===== src/rtl/spi_fifo_ctrl.sv =====
`default_nettype none
// ============================================================================
//  Module   : spi_fifo_ctrl
//  Purpose  : Byte-level command engine behind an SPI slave. Each SSEL
//             session carries one command byte (WRITE / READ / STATUS /
//             CLEAR) followed by a data phase. Owns a circular byte FIFO
//             of 2^DEPTH_LOG2 entries.
//  Ports    : clk, reset_n        - clock, async active-low reset
//             rx_data, rx_valid   - received byte and its one-cycle strobe
//             tx_request          - slave asks for the next transmit byte
//             session_end         - high while SSEL is inactive
//             tx_data, tx_ready   - response byte and its one-cycle strobe
//             fifo_count          - FIFO occupancy, 0..2^DEPTH_LOG2
//             overflow, underflow - sticky error flags (cleared by CLEAR)
//  Revision : 1.0 - initial release
// ============================================================================
module spi_fifo_ctrl #(
    parameter int DEPTH_LOG2 = 4
) (
    input  logic                  clk,
    input  logic                  reset_n,
    input  logic [7:0]            rx_data,
    input  logic                  rx_valid,
    input  logic                  tx_request,
    input  logic                  session_end,
    output logic [7:0]            tx_data,
    output logic                  tx_ready,
    output logic [DEPTH_LOG2:0]   fifo_count,
    output logic                  overflow,
    output logic                  underflow
);

    localparam int                  c_depth      = 1 << DEPTH_LOG2;
    localparam logic [DEPTH_LOG2:0] c_full_count = {1'b1, {DEPTH_LOG2{1'b0}}};

    localparam logic [2:0] c_st_idle   = 3'd0;
    localparam logic [2:0] c_st_write  = 3'd1;
    localparam logic [2:0] c_st_read   = 3'd2;
    localparam logic [2:0] c_st_status = 3'd3;
    localparam logic [2:0] c_st_ignore = 3'd4;

    localparam logic [7:0] c_cmd_write  = 8'h01;
    localparam logic [7:0] c_cmd_read   = 8'h02;
    localparam logic [7:0] c_cmd_status = 8'h03;
    localparam logic [7:0] c_cmd_clear  = 8'h04;

    localparam logic [7:0] c_resp_sync   = 8'hA5;
    localparam logic [7:0] c_resp_zero   = 8'h00;
    localparam logic [7:0] c_resp_ignore = 8'hFF;

    logic [2:0]            r_state;
    logic [2:0]            w_state_next;
    logic [7:0]            r_mem [0:c_depth-1];
    logic [DEPTH_LOG2-1:0] r_wr_ptr;
    logic [DEPTH_LOG2-1:0] r_rd_ptr;
    logic [DEPTH_LOG2:0]   r_count;
    logic                  r_overflow;
    logic                  r_underflow;
    logic                  r_status_first;
    logic [7:0]            r_tx_data;
    logic                  r_tx_ready;

    logic                  w_full;
    logic                  w_empty;
    logic                  w_push;
    logic                  w_pop;
    logic                  w_flush;
    logic                  w_set_ovf;
    logic                  w_set_udf;
    logic                  w_status_first_next;
    logic [7:0]            w_resp;

    assign w_full  = (r_count == c_full_count);
    assign w_empty = (r_count == '0);

    // ------------------------------------------------------------------------
    // State register
    // ------------------------------------------------------------------------
    always_ff @(posedge clk or negedge reset_n) begin
        if (!reset_n) begin
            r_state <= c_st_idle;
        end else begin
            r_state <= w_state_next;
        end
    end

    // ------------------------------------------------------------------------
    // Next state, FIFO strobes and response selection. The received byte is
    // applied first so that a command arriving together with tx_request is
    // already in effect for the response (e.g. READ pops immediately).
    // ------------------------------------------------------------------------
    always_comb begin
        w_state_next        = r_state;
        w_push              = 1'b0;
        w_pop               = 1'b0;
        w_flush             = 1'b0;
        w_set_ovf           = 1'b0;
        w_set_udf           = 1'b0;
        w_status_first_next = r_status_first;
        w_resp              = c_resp_zero;

        if (session_end) begin
            w_state_next = c_st_idle;
        end else if (rx_valid) begin
            case (r_state)
                c_st_idle: begin
                    case (rx_data)
                        c_cmd_write:  w_state_next = c_st_write;
                        c_cmd_read:   w_state_next = c_st_read;
                        c_cmd_status: begin
                            w_state_next        = c_st_status;
                            w_status_first_next = 1'b1;
                        end
                        c_cmd_clear: begin
                            w_state_next = c_st_ignore;
                            w_flush      = 1'b1;
                        end
                        default:      w_state_next = c_st_ignore;
                    endcase
                end
                c_st_write: begin
                    if (w_full) begin
                        w_set_ovf = 1'b1;
                    end else begin
                        w_push = 1'b1;
                    end
                end
                default: ;
            endcase
        end

        if (tx_request) begin
            if (session_end) begin
                w_resp = c_resp_sync;
            end else begin
                case (w_state_next)
                    c_st_idle:  w_resp = c_resp_sync;
                    c_st_write: w_resp = c_resp_zero;
                    c_st_read: begin
                        if (w_empty) begin
                            w_set_udf = 1'b1;
                        end else begin
                            w_pop  = 1'b1;
                            w_resp = r_mem[r_rd_ptr];
                        end
                    end
                    c_st_status: begin
                        if (w_status_first_next) begin
                            w_resp = {w_full, w_empty, r_overflow, r_underflow, 4'b0000};
                            w_status_first_next = 1'b0;
                        end else begin
                            w_resp = 8'(r_count);
                        end
                    end
                    default:    w_resp = c_resp_ignore;
                endcase
            end
        end
    end

    // ------------------------------------------------------------------------
    // FIFO bookkeeping and sticky flags. Push and pop are mutually exclusive
    // because they can only happen in WRITE and READ respectively.
    // ------------------------------------------------------------------------
    always_ff @(posedge clk or negedge reset_n) begin
        if (!reset_n) begin
            r_wr_ptr       <= '0;
            r_rd_ptr       <= '0;
            r_count        <= '0;
            r_overflow     <= 1'b0;
            r_underflow    <= 1'b0;
            r_status_first <= 1'b1;
        end else begin
            r_status_first <= w_status_first_next;
            if (w_flush) begin
                r_wr_ptr    <= '0;
                r_rd_ptr    <= '0;
                r_count     <= '0;
                r_overflow  <= 1'b0;
                r_underflow <= 1'b0;
            end else begin
                if (w_push) begin
                    r_wr_ptr <= r_wr_ptr + 1'b1;
                    r_count  <= r_count + 1'b1;
                end else if (w_pop) begin
                    r_rd_ptr <= r_rd_ptr + 1'b1;
                    r_count  <= r_count - 1'b1;
                end
                if (w_set_ovf) begin
                    r_overflow <= 1'b1;
                end
                if (w_set_udf) begin
                    r_underflow <= 1'b1;
                end
            end
        end
    end

    // Storage carries no reset; entries are only read after being written.
    always_ff @(posedge clk) begin
        if (w_push) begin
            r_mem[r_wr_ptr] <= rx_data;
        end
    end

    // ------------------------------------------------------------------------
    // Transmit handshake: one-cycle strobe one clock after tx_request, data
    // held until the next request.
    // ------------------------------------------------------------------------
    always_ff @(posedge clk or negedge reset_n) begin
        if (!reset_n) begin
            r_tx_data  <= 8'h00;
            r_tx_ready <= 1'b0;
        end else begin
            r_tx_ready <= tx_request;
            if (tx_request) begin
                r_tx_data <= w_resp;
            end
        end
    end

    assign tx_data    = r_tx_data;
    assign tx_ready   = r_tx_ready;
    assign fifo_count = r_count;
    assign overflow   = r_overflow;
    assign underflow  = r_underflow;

endmodule
`default_nettype wire


===== config.mk =====
export PLATFORM = sky130hd
export DESIGN_NAME = spi_fifo_ctrl
export DESIGN_NICKNAME = d
export VERILOG_FILES = /design/src/rtl/spi_fifo_ctrl.sv
export SDC_FILE = /design/constraint.sdc
export NUM_CORES = 1
export LEC_CHECK = 0
export BUFFER_PORTS_ARGS = -buffer_cell sky130_fd_sc_hd__buf_2
export CORE_MARGIN = 2
export CORE_UTILIZATION = 40
export CTS_CLUSTER_DIAMETER = 100
export DETAILED_ROUTE_END_ITERATION = 8
export PLACE_DENSITY = 0.55
export SLEW_MARGIN = 15
export SYNTH_ARGS = -nofsm -noshare
export SYNTH_HDL_FRONTEND = slang
export SYNTH_SLANG_ARGS = --single-unit

===== constraint.sdc =====
create_clock -name clk -period 3 [get_ports clk]
set_input_delay 0.6 -clock clk [delete_from_list [all_inputs] [get_ports clk]]
set_output_delay 0.6 -clock clk [all_outputs]
set_load 0.05 [all_outputs]

==> flow_metrics.py <==
metrics = {
    "placement": {
        "port_buffers": 28,
        "dp_hpwl_mm": 10.8,
        "gp_congestion": 0.847,
        "placed_cell_area_sq_um": 7290,
    },
    "worst_hold_path": {
        "hp-class": "in2async",
    },
    "timing": {
        "hold_violations": 0,
        "rsz0062_at_grt": "no",
        "fin_setup_tns_ns": 0,
        "tightest_slew_ns": 0.856,
        "setup_viol": 0,
        "whs_ns": 0.192,
        "final-max-slew-violation-count": 0,
        "fmax_ghz": 0.372,
        "fin_skew_ns": 0.00978,
        "min_period_ns": 2.69,
        "period_share_pct": 89.7,
        "slew_headroom_pct": 42.2,
    },
    "routing": {
        "finalWirelength_mm": 15.6,
        "drt_iter0_markers": 364,
        "drtPass1Iterations": 7,
        "vias": 3843,
        "post_drt_wl_per_cell_microns": 22.4,
        "drc": 0,
        "drt.antenna.violating_nets": 0,
        "viasPerCell": 5.54,
    },
    "power": {
        "p_int_mw": 3.70,
        "seq_power_share_pct": 50.5,
        "p_leak_nw": 2.79,
        "pwr-share-clk_pct": 45.7,
        "switching_power_mw": 0.985,
        "swShare_pct": 21.0,
        "power_frac_comb_pct": 3.8,
        "irDropWorstVdd_v": 0.000478,
        "power_density_nw_per_um2": 595,
    },
    "layout": {
        "final_nets": 483,
        "final_cell_mix": "128 x edfxtp_1, 38 x buf_4, 31 x mux4_2",
        "final_common_cell": "edfxtp_1",
        "multi_input_area_sq_um": 1980,
        "nFillCells": 1388,
        "area_delta_synth_final_pct": 18.6,
        "post-route-cell-area_sq_um": 7870,
        "layout-drive-gt1-share_pct": 30.0,
        "antenna_cells": 0,
        "seqCellArea_sq_um": 4550,
    },
    "critical_path": {
        "slowest_delay_ns": 0.44,
        "ff2ff_setup_slack_ns": 0.31,
        "worstSetupEndpointType": "flop",
        "path_max_fanout": 5,
        "cp_cell_sequence": "nand2b_1 > a2111oi_4 > inv_1 > fa_1 > a21o_1 > a21oi_2 > mux2i_1 > a21o_1 > a311oi_1",
        "critPathSlowestCell": "fa_1",
        "crit_required_ns": 3.33,
        "cp-start-kind": "flop",
        "arrival_ns": 3.03,
        "path_class": "reg2reg",
        "cpMostUsedCell": "a21o_1",
    },
    "clock_network": {
        "clock_sinks": 156,
        "clk_pin_slew_ns": 0.07,
        "cts_root_buf": "clkbuf_16",
        "clkLatencyLatePin_ns": 0.43,
        "postCtsSetupBuffers": 0,
        "htree_levels": 4,
        "cts_buffers": 17,
        "clock_tree.buffer_depth": 2,
        "cts_tree": "built",
    },
    "floorplan": {
        "die_w_microns": 133,
        "ioPinCount": 29,
        "fp.coreArea_sq_um": 16400,
        "die_area_sq_um": 17600,
        "start_util_pct": 40.5,
        "core.rowCount": 47,
        "die_h_microns": 133,
    },
    "yosys": {
        "synthesis.nets": 413,
        "yosys_warnings": 0,
        "synth_area_sq_um": 6640,
        "synth_xor_area_share_pct": 0.660,
        "synth_mux_area_share_pct": 13.8,
        "synth_edf_count": 128,
        "synth_compound_area_share_pct": 5.37,
        "synthCells": 391,
        "synthAdderAreaFrac_pct": 1.81,
        "ys_seq_elements": 156,
        "seq_area_frac_synth_pct": 68.5,
        "yosys.area_share.simple_pct": 7.75,
        "ys.flop_type": "edfxtp_1",
        "syn-mean-instance-area_sq_um": 17.0,
        "postSynth.asyncResetShare_pct": 17.9,
        "synth_top_family_by_area": "multiplexers",
        "synth_cell_types": 52,
    },
    "global_route": {
        "antenna_found_initial": 0,
        "grt_pass1_vias": 3914,
        "overflow": 0,
        "grt_pass1_wl_mm": 23.9,
        "grt_start_max_net_pins": 29,
        "globalRouteTotalUtil_pct": 18.8,
    },
    "outcome": {
        "status": "finished clean",
    },
    "job": {
        "maxCapViolCount": 0,
    },
}
## sequential cells by signal, summed over array words and instances, names as in the netlist
signal / flops
r_rd_ptr: 4
r_state: 3
r_status_first: 1
r_wr_ptr: 4
fifo_count: 5
tx_ready: 1
underflow: 1
tx_data: 8
r_mem: 128
overflow: 1
## per-layer routing
| layer | vias to the layer above | global-route usage (%) | part of all wire (%) |
|---|---|---|---|
| met1 | 1996 | 25.4 | 44 |
| met2 | 115 | 30.0 | 50 |
| met5 | - | 0 | 0 |
| li1 | 1709 | - | - |
| met3 | 23 | 3.45 | 4.5 |
| met4 | 0 | 8.12 | 1.6 |
## synth_stat cells (all sizes together), types with 2 or more instances
library cell	number	area share, %
a211o	3	0.40
a21o	3	0.34
a21oi	9	0.68
a221oi	4	0.53
a311o	2	0.30
a311oi	3	0.49
a31oi	5	0.47
a41oi	4	0.53
and2	6	0.57
and3	4	0.38
buf	9	0.90
clkbuf	6	0.34
dfrtp	27	10
edfxtp	128	58
ha	8	1.5
inv	15	0.85
mux2i	22	3.3
mux4	31	11
nand2	19	1.1
nand2b	3	0.28
nand3	3	0.23
nand4	4	0.38
nor2	20	1.1
nor2b	3	0.28
nor3	9	0.75
nor4	9	1.1
nor4b	3	0.62
o21ai	2	0.15
o22ai	4	0.38
o31ai	2	0.23
or2	2	0.19
or3	2	0.19
or4	2	0.23
xnor2	2	0.26
xor2	3	0.40
## worst max-delay path: cells and delay by family (launching register included)
family / cells / cell delay (ns)
DFF: 1 / 0.43
buffers and inverters: 1 / 0.18
AOI/OAI and AO/OA: 5 / 1.18
and+or+nand+nor: 1 / 0.25
adders and majority gates: 1 / 0.44
muxes: 1 / 0.10
## power groups by stage
stage / Sequential, mW / Combinational, mW / Clock (mW)
after global placement: 2.41 / 0.172 / 0
after floorplan: 2.44 / 0.0601 / 0
final: 2.37 / 0.177 / 2.14
after CTS: 2.37 / 0.177 / 2.17
after global routing: 2.37 / 0.193 / 2.26
after detailed placement: 2.41 / 0.176 / 0
## through the flow
step	setup WS [ns]	utilization (%)	power, mW	instances
floorplan	0.0150	-	2.50	391
global placement	0.203	44.4	2.58	662
detailed placement	0.0274	44.4	2.59	662
CTS	0.208	48.0	4.71	694
global route	0.0898	48.0	4.82	694
finish	0.309	48.0	4.69	694
## kinds of logic after synthesis
family,Yosys count
AO/OA/AOI/OAI,46
AND/OR/NAND/NOR,92
XOR/XNOR,5
flip-flops,156
multiplexers,53
buffers and inverters,30
adder cells (fa/ha/maj),9
## final timing paths
kind / end / cells past startpoint / start
worst max-delay path: fifo_count[4]$_DFFE_PN0P_ / 9 / r_state[1]$_DFF_PN0_
worst min-delay path: tx_ready$_DFF_PN0_ / 1 / reset_n
worst max register to register: fifo_count[4]$_DFFE_PN0P_ / 9 / r_state[1]$_DFF_PN0_
worst min register to register: tx_data[7]$_DFFE_PN0P_ / 2 / tx_data[7]$_DFFE_PN0P_
max in group asynchronous: fifo_count[0]$_DFFE_PN0P_ / 1 / reset_n
min in group clk: r_mem[13][1]$_DFFE_PP_ / 1 / rx_data[1]
## what timing repair did
action / 4_1_cts / 5_1_grt
endpoints found under the hold margin: 0 / 0
gates resized for setup: 0 / 1
hold buffers: 0 / 0
setup endpoints to repair: 0 / 1
## layout make-up
| type | instances | share of cell area [%] |
|---|---|---|
| clock buffers | 19 | 5.50 |
| inverters | 15 | 0.715 |
| repair buffers | 66 | 5.40 |
| flip-flops and latches | 156 | 57.8 |
| well taps | 220 | 3.50 |
| clock inverters | 13 | 1.91 |
| multi-input cells | 205 | 25.2 |
(Power assumes the default switching activity.)
